==> config.mk <==
export PLATFORM = sky130hd
export DESIGN_NAME = gpu_draw_arbiter
export DESIGN_NICKNAME = d
export VERILOG_FILES = /design/src/rtl/gpu_pkg.sv /design/src/rtl/gpu_draw_arbiter_rr_pick.sv /design/src/rtl/gpu_draw_arbiter.sv
export SDC_FILE = /design/constraint.sdc
export NUM_CORES = 1
export LEC_CHECK = 0
export CORE_MARGIN = 2
export CORE_UTILIZATION = 38
export DETAILED_ROUTE_END_ITERATION = 12
export PLACE_DENSITY = 0.81
export SYNTH_ARGS = -nofsm -noshare
export SYNTH_HDL_FRONTEND = slang
export SYNTH_SLANG_ARGS = --single-unit
==> constraint.sdc <==
create_clock -name clk_i -period 2.18 [get_ports clk_i]
set_input_delay 0.436 -clock clk_i [delete_from_list [all_inputs] [get_ports clk_i]]
set_output_delay 0.436 -clock clk_i [all_outputs]
set_load 0.1 [all_outputs]
==> src/rtl/gpu_pkg.sv <==
// Shared GPU draw-command definitions: default field widths, command struct, arbiter states.
package gpu_pkg;

  localparam int X_W   = 11;
  localparam int Y_W   = 10;
  localparam int SPR_W = 6;

  typedef struct packed {
    logic [X_W-1:0]   x;
    logic [Y_W-1:0]   y;
    logic [SPR_W-1:0] spr;
  } draw_cmd_t;

  typedef enum logic [1:0] {
    ST_IDLE  = 2'd0,
    ST_BURST = 2'd1,
    ST_DRAIN = 2'd2
  } arb_state_e;

endpackage

==> src/rtl/gpu_draw_arbiter_rr_pick.sv <==
// Combinational round-robin finder: first set request at or after ptr_i, wrapping modulo N.
module rr_pick
  import gpu_pkg::*;
#(
  parameter int N  = 4,
  parameter int IW = $clog2(N)
) (
  input  logic [N-1:0]  req_i,
  input  logic [IW-1:0] ptr_i,
  output logic [IW-1:0] grant_o,
  output logic          any_o
);

  // Scanning from the far end lets the closest hit to ptr_i win; one spare bit holds ptr+k before wrap.
  always_comb begin
    logic [IW:0] idx;
    grant_o = '0;
    any_o   = 1'b0;
    idx     = '0;
    for (int k = N - 1; k >= 0; k--) begin
      idx = {1'b0, ptr_i} + (IW+1)'(k);
      if (idx >= (IW+1)'(N)) idx = idx - (IW+1)'(N);
      if (req_i[idx[IW-1:0]]) begin
        grant_o = idx[IW-1:0];
        any_o   = 1'b1;
      end
    end
  end

endmodule

==> src/rtl/gpu_draw_arbiter.sv <==
// Round-robin arbiter sharing the GPU draw-command port between requesters, with a
// registered output stage and frame-boundary drain.
//   state    | meaning
//   ST_IDLE  | no grant; pending frame close wins, else pick next requester
//   ST_BURST | owner streams commands until last or MAX_BURST accepts
//   ST_DRAIN | wait for the output register to empty, then ack the frame
module gpu_draw_arbiter #(
  parameter int N_REQ     = 4,
  parameter int X_W       = gpu_pkg::X_W,
  parameter int Y_W       = gpu_pkg::Y_W,
  parameter int SPR_W     = gpu_pkg::SPR_W,
  parameter int MAX_BURST = 8
) (
  input  logic                      clk_i,
  input  logic                      rst_i,
  input  logic [N_REQ-1:0]          req_valid_i,
  input  logic [N_REQ-1:0]          req_last_i,
  input  logic [N_REQ*X_W-1:0]      req_x_i,
  input  logic [N_REQ*Y_W-1:0]      req_y_i,
  input  logic [N_REQ*SPR_W-1:0]    req_spr_i,
  output logic [N_REQ-1:0]          req_ready_o,
  output logic                      cmd_valid_o,
  input  logic                      cmd_ready_i,
  output logic [X_W-1:0]            cmd_x_o,
  output logic [Y_W-1:0]            cmd_y_o,
  output logic [SPR_W-1:0]          cmd_spr_o,
  output logic [$clog2(N_REQ)-1:0]  cmd_src_o,
  input  logic                      frame_start_i,
  output logic                      frame_done_o,
  output logic                      busy_o
);
  import gpu_pkg::*;

  localparam int IW = $clog2(N_REQ);

  arb_state_e     state_q, state_d;
  logic [IW-1:0]  owner_q, owner_d, rr_ptr_q, rr_ptr_d, pick_idx;
  logic           pick_any;
  logic [7:0]     burst_cnt_q, burst_cnt_d;
  logic           frame_pend_q, frame_pend_d;
  logic           cmd_valid_q, cmd_valid_d;
  logic [X_W-1:0]   cmd_x_q, cmd_x_d;
  logic [Y_W-1:0]   cmd_y_q, cmd_y_d;
  logic [SPR_W-1:0] cmd_spr_q, cmd_spr_d;
  logic [IW-1:0]    cmd_src_q, cmd_src_d;
  logic           out_free, accept;

  rr_pick #(.N(N_REQ), .IW(IW)) u_pick (
    .req_i   (req_valid_i),
    .ptr_i   (rr_ptr_q),
    .grant_o (pick_idx),
    .any_o   (pick_any)
  );

  assign out_free = !cmd_valid_q || cmd_ready_i;

  always_comb begin
    state_d      = state_q;
    owner_d      = owner_q;
    rr_ptr_d     = rr_ptr_q;
    burst_cnt_d  = burst_cnt_q;
    frame_pend_d = frame_pend_q | frame_start_i;
    cmd_valid_d  = cmd_valid_q && !cmd_ready_i;
    cmd_x_d      = cmd_x_q;
    cmd_y_d      = cmd_y_q;
    cmd_spr_d    = cmd_spr_q;
    cmd_src_d    = cmd_src_q;
    req_ready_o  = '0;
    frame_done_o = 1'b0;
    accept       = 1'b0;

    case (state_q)
      ST_IDLE: begin
        if (frame_pend_q) begin
          state_d = ST_DRAIN;
        end else if (pick_any) begin
          owner_d     = pick_idx;
          burst_cnt_d = '0;
          state_d     = ST_BURST;
        end
      end
      ST_BURST: begin
        req_ready_o[owner_q] = out_free;
        accept = req_valid_i[owner_q] && out_free;
        if (accept) begin
          cmd_valid_d = 1'b1;
          cmd_x_d     = req_x_i[owner_q*X_W +: X_W];
          cmd_y_d     = req_y_i[owner_q*Y_W +: Y_W];
          cmd_spr_d   = req_spr_i[owner_q*SPR_W +: SPR_W];
          cmd_src_d   = owner_q;
          burst_cnt_d = burst_cnt_q + 8'd1;
          if (req_last_i[owner_q] || burst_cnt_q == 8'(MAX_BURST - 1)) begin
            rr_ptr_d = (owner_q == IW'(N_REQ - 1)) ? '0 : owner_q + 1'b1;
            state_d  = ST_IDLE;
          end
        end
      end
      ST_DRAIN: begin
        // A frame_start landing on the acknowledge cycle opens the next pending frame.
        if (!cmd_valid_q) begin
          frame_done_o = 1'b1;
          frame_pend_d = frame_start_i;
          rr_ptr_d     = '0;
          state_d      = ST_IDLE;
        end
      end
      default: state_d = ST_IDLE;
    endcase
  end

  always_ff @(posedge clk_i) begin
    if (rst_i) begin
      state_q      <= ST_IDLE;
      owner_q      <= '0;
      rr_ptr_q     <= '0;
      burst_cnt_q  <= '0;
      frame_pend_q <= 1'b0;
      cmd_valid_q  <= 1'b0;
      cmd_x_q      <= '0;
      cmd_y_q      <= '0;
      cmd_spr_q    <= '0;
      cmd_src_q    <= '0;
    end else begin
      state_q      <= state_d;
      owner_q      <= owner_d;
      rr_ptr_q     <= rr_ptr_d;
      burst_cnt_q  <= burst_cnt_d;
      frame_pend_q <= frame_pend_d;
      cmd_valid_q  <= cmd_valid_d;
      cmd_x_q      <= cmd_x_d;
      cmd_y_q      <= cmd_y_d;
      cmd_spr_q    <= cmd_spr_d;
      cmd_src_q    <= cmd_src_d;
    end
  end

  assign cmd_valid_o = cmd_valid_q;
  assign cmd_x_o     = cmd_x_q;
  assign cmd_y_o     = cmd_y_q;
  assign cmd_spr_o   = cmd_spr_q;
  assign cmd_src_o   = cmd_src_q;
  assign busy_o      = (state_q != ST_IDLE) || cmd_valid_q;

endmodule

Yosys cells after proc, flatten, opt, wreduce, memory -nomap -nowiden
Index checks and enable logic that the tools add are counted.
{ "word_totals": {"reg_bits": 45, "inputBits": 120, "out_inout_bits": 36, "wordCells": 112} }
{ "classes": {"addsub": 9, "n_mul": 3, "n_lt_le_gt_ge": 10, "eq_ne": 10, "n_shift": 3, "muxes": 47, "bitwise_logic": 3, "reduce_logical": 17} }
{ "op_table": {"columns": ["op", "count"], "rows": [
  ["$shiftx A44 B7 Y11", 1],
  ["$shiftx A40 B7 Y10", 1],
  ["$mux W2", 16],
  ["$mux W8", 3],
  ["$shiftx A24 B6 Y6", 1],
  ["$mux W1", 17],
  ["$pmux W8 S2", 1],
  ["$lt A2 B3 Y1 const B", 5],
  ["$bmux W1 S2", 6],
  ["$reduce_and A4 Y1", 3],
  ["$ne A2 B2 Y1 const B", 5],
  ["$ge A3 B3 Y1 const B", 3],
  ["$add A8 B1 Y8 const B", 1],
  ["$eq A8 B3 Y1 const B", 1],
  ["$sub A2 B1 Y2 const B", 4],
  ["$add A2 B2 Y3 const B", 2],
  ["$mul A2 B4 Y6 const B", 1],
  ["$pmux W2 S3", 1],
  ["$reduce_bool A2 Y1", 3],
  ["$mul A2 B3 Y5 const B", 1],
  ["$and A4 B4 Y4", 1],
  ["$eq A2 B2 Y1 const B", 2],
  ["$mul A2 B2 Y4 const B", 1],
  ["$mux W4", 1],
  ["other kinds (16)", 21]
]} }

Depth between registers and ports, before layout
{ "logic_depth": {"depth_word": 12, "mapped_depth": 7, "depth_no_buf": 5} }

Hierarchy
Synthesis repeated with hierarchy kept, for this count alone.
{ "hier_totals": {"hier_cells": 286, "hier_area_um2": 2660.1} }
{ "by_module_without_submodules": {"columns": ["mod", "n_inst", "cells_each", "area_per_inst_um2", "seq_area_each_um2"], "rows": [
  ["gpu_draw_arbiter", 1, 273, 2582.5, 900.9],
  ["rr_pick", 1, 13, 77.6, 0.0]
]} }

Worst setup path before layout
OpenSTA, ideal clock, no wires.
{ "synth_path": {"kind": "register -> register", "startpoint": "reg cmd_valid_q (netlist: cmd_valid_o)", "endpoint": "reg rr_ptr_q[0]", "arrival_time_ns": 3.447, "t_required_ns": 2.056, "setup_slack_ns": -1.391, "stages_incl_launch_ff": 5, "n_path_buf": 0, "cell_sequence": "dfxtp_1 -> nor3b_1 -> nor2_1 -> nand2_1 -> mux2i_1"} }
{ "synth_via": {"elab_chain_len": 5} }
{ "synth_lines": {"columns": ["element", "line", "rtl"], "rows": [
  ["start, declared", "gpu_draw_arbiter.sv:41", "logic cmd_valid_q, cmd_valid_d;"],
  ["start signal, assigned", "gpu_draw_arbiter.sv:129", "cmd_valid_q <= cmd_valid_d;"],
  ["$logic_not A1 Y1", null, null],
  ["$logic_or A1 B1 Y1", "gpu_draw_arbiter.sv:55", "assign out_free = !cmd_valid_q || cmd_ready_i;"],
  ["$logic_and A1 B1 Y1", "gpu_draw_arbiter.sv:84", "accept = req_valid_i[owner_q] && out_free;"],
  ["$ne A2 B2 Y1 (no line)", null, null],
  ["$reduce_and A4 Y1 (no line) (*)", null, null],
  ["end signal, assigned", "gpu_draw_arbiter.sv:126", "rr_ptr_q <= rr_ptr_d;"],
  ["end, declared", "gpu_draw_arbiter.sv:37", "logic [IW-1:0] owner_q, owner_d, rr_ptr_q, rr_ptr_d, pick_idx;"]
]} }
Every way passes the cells marked *; elsewhere a longest branch is shown, timed or not.
A chain may end at the register's enable or synchronous reset.

Worst setup path after layout
{ "layout_path": {"startpoint": "in cmd_ready_i", "endpoint": "out req_ready_o[0]"} }
{ "layout_via": {"elab_chain_len": 3} }
{ "layout_lines": {"columns": ["element", "line", "rtl"], "rows": [
  ["start, declared", "gpu_draw_arbiter.sv:23", "input logic cmd_ready_i,"],
  ["$logic_or A1 B1 Y1", "gpu_draw_arbiter.sv:55", null],
  ["$and A4 B4 Y4 (no line)", null, null],
  ["$mux W4", "gpu_draw_arbiter.sv:72", "case (state_q)"],
  ["end, declared", "gpu_draw_arbiter.sv:21", "output logic [N_REQ-1:0] req_ready_o,"]
]} }
No other way between the ends.

==> flow_metrics.py <==
metrics = {
    "status": {
        "status": "finished, final reports clean",
    },
    "drt": {
        "avgRoutedWirePerCell_um": 14.9,
        "first_iter_violations": 143,
        "wirelength_um": 7900,
        "vias": 2734,
        "first_pass_iters": 4,
        "ant_nets": 0,
        "avgViaCountPerCell": 5.16,
        "drc_errors": 0,
    },
    "final_layout": {
        "drive_gt1_share_pct": 20.7,
        "fin_area_mm2": 0.00438,
        "n_antenna_cell": 0,
        "multi_input_area_mm2": 0.00160,
        "nets": 558,
        "filler_cell_count": 556,
        "ff_latch_area_um2": 903,
        "syn2layout_area_growth_pct": 65.1,
    },
    "yosys": {
        "ys.warnings.count": 0,
        "synth-seq-cells": 45,
        "syn_nets": 407,
        "synth-main-ff-cell": "dfxtp_1",
        "synth_top_cell_area_share_pct": 33.9,
        "synth_async_sr_flop_share_pct": 0,
        "synth.area.top_cells": "dfxtp_1 34%, mux4_2 25%, nand2_1 9.6%",
        "synth_edf_count": 0,
        "synth_top_area_cell": "dfxtp_1",
        "synth_area_mm2": 0.00266,
        "yosysUniqueCellTypes": 34,
        "syn_avg_cell_area_um2": 9.42,
        "ys_seq_area_share_pct": 33.9,
        "synthCells": 282,
    },
    "sta": {
        "fin_crit_ps": 2040,
        "hold-worst-slack_ps": 457,
        "tightestPinTransition_ps": 436,
        "rsz0062_at_grt": "no",
        "clock_skew_ps": 9.69,
        "tns_ps": 0,
        "setup_violations": 0,
        "slew_headroom_pct": 70.9,
        "slew_viol_final": 0,
        "fin_ws_ps": 138,
        "finalHoldViolCount": 0,
        "final.period_utilization_pct": 93.7,
        "clock.fmax_mhz": 490,
    },
    "power": {
        "comb_power_share_pct": 40.5,
        "p_clk_share_pct": 21.3,
        "switchingPower_uw": 844,
        "vdd_drop_max_v": 0.000285,
        "internal_power_uw": 1520,
        "p_sw_share_pct": 35.7,
        "cellLeakagePower_uw": 0.00158,
        "seqPwrFrac_pct": 38.2,
        "pwr_density_cell_mw_per_mm2": 539,
        "total_power_uw": 2360,
    },
    "global_route": {
        "met2_usage_pct": 35.9,
        "gr-max-usage-layer": "met2",
        "grt_use_met1_pct": 25.3,
        "grt_util_met3_pct": 4.90,
        "overflow": 0,
        "grt_pass1_vias": 2607,
        "antenna_found_initial": 0,
        "global_route.usage.total_pct": 20.4,
        "grt_pass1_wl_um": 12400,
        "grt_max_degree": 37,
    },
    "placed_design": {
        "gp_congestion": 0.796,
        "io_buffers": 155,
        "placed_area_mm2": 0.00430,
        "pre_cts_slack_ps": -50.3,
        "dp_hpwl_um": 6260,
    },
    "critical_path": {
        "required_ps": 1740,
        "rr_worst_depth": 5,
        "critical-path-max-stage-delay_ps": 440,
        "endpoint_kind": "primary output",
        "cp_slowest_cell": "clkdlybuf4s50_1",
        "critical_path.startpoint_type": "input pin",
        "path_cells": "clkdlybuf4s50_1, nand2b_1, and3_1, buf_12",
        "r2r_start": "owner_q[1]",
        "r2r-end": "rr_ptr_q[0]",
        "crit_type": "input pin to primary output",
        "reg2reg_setup_slack_ps": 370,
        "crit_fanout": 8,
        "arrival_ps": 1610,
    },
    "cts": {
        "clock_latency_ps": 290,
        "cts_setup_buffers": 0,
        "clk_pin_slew_ps": 90,
        "cts_tree": "built",
        "clock_sinks": 45,
        "cts_buffer_depth": 2,
        "cts-resized-gates": 0,
        "cts.htree.levels": 2,
        "root_buffer": "clkbuf_8",
        "cts-hold-fix-buffers": 0,
        "cts_made_buffers": 5,
    },
    "floorplanning": {
        "rows": 30,
        "io-pin-count": 156,
        "fp.coreArea_mm2": 0.00679,
        "initial_core_util_pct": 39.1,
        "die_h_um": 87.6,
        "die_area_mm2": 0.00767,
        "die_width_um": 87.6,
    },
    "hold_path": {
        "min_from": "cmd_y_o[7]",
        "hold-path-endpoint": "cmd_y_o[7]",
        "min_delay_path_depth": 2,
        "worstHoldPathType": "register to register",
    },
    "flow_run": {
        "drv_cap": 0,
    },
}
[worst max-delay path: cells and delay by family]
kind                   cells  cell delay (ps)
buffers and inverters      2              620
and+or+nand+nor            2              530
[worst max path at each step]
stage / from / end / cells past startpoint
global route: cmd_ready_i / req_ready_o[1] / 4
finish: cmd_ready_i / req_ready_o[0] / 4
global placement: req_valid_i[2] / burst_cnt_q[2] / 6
floorplan: owner_q[1] / req_ready_o[0] / 5
CTS: cmd_ready_i / req_ready_o[0] / 4
detailed placement: req_valid_i[2] / burst_cnt_q[3] / 6
[placed cells by master (no fill, tap or decap), drive strengths merged]
cell type	count
nor4	1
a22o	1
nand2b	4
mux4	29
nand4b	1
or2	1
nand3b	2
mux2i	3
nand2	68
buf	49
dfxtp	45
nor2b	1
a21oi	40
nor3	2
a31oi	6
ha	5
and3	6
nand3	16
o31ai	1
o21ai	2
nor3b	1
a211o	1
and2	1
clkdlybuf4s50	118
inv	8
clkinvlp	2
clkbuf	6
nand4	1
or3	5
a2111o	1
nor2	4
nor4bb	1
or4	2
[per-layer routing]
layer	part of all wire (%)	vias up
met2	52	114
met3	6.8	4
met5	0	-
met1	40	1293
li1	-	1323
met4	0.86	0
[Yosys cell counts, types with 3 or more instances]
cell type	number
a21oi_1	40
a31oi_1	6
and3_1	6
buf_2	7
buf_6	5
clkbuf_1	9
dfxtp_1	45
ha_1	5
inv_1	8
mux2i_1	3
mux4_2	29
nand2_1	68
nand2b_1	4
nand3_1	15
nor2_1	4
or3_1	5
[kinds of logic after synthesis]
| family | count (synthesis) | synth area share, % |
|---|---|---|
| fa+ha+maj | 5 | 2.36 |
| buf+inv | 31 | 6.41 |
| compound gates | 52 | 10.7 |
| flops | 45 | 33.9 |
| simple gates | 117 | 20.9 |
| mux | 32 | 25.7 |
[through the flow]
| stage | util [%] | std cells |
|---|---|---|
| final | 64.5 | 530 |
| after global routing | 64.5 | 530 |
| after CTS | 64.5 | 530 |
| after detailed placement | 63.2 | 522 |
| after global placement | 63.2 | 522 |
| after floorplan | - | 282 |
[area by class of cell]
type | count | share of cell area [%]
clock buffer | 6 | 1.66
clock inverter | 2 | 0.343
inverter | 8 | 0.685
multi-input combinational | 206 | 36.4
sequential | 45 | 20.6
tap | 96 | 2.74
timing repair buffer | 167 | 37.6
[state kept, by name (all words and copies together) (netlist names), 2 cells and up]
register / cells
burst_cnt_q: 8
cmd_spr_o: 6
owner_q: 2
cmd_y_o: 10
state_q: 2
cmd_x_o: 11
cmd_src_o: 2
rr_ptr_q: 2
[power groups by stage]
stage	Sequential, µW	Clock, µW	Combinational (µW)
CTS	902	517	964
floorplan	1150	0	364
global route	909	551	1020
finish	902	503	957
detailed placement	921	0	963
global placement	918	0	947
Note: power is estimated with default switching activity, not from simulation.
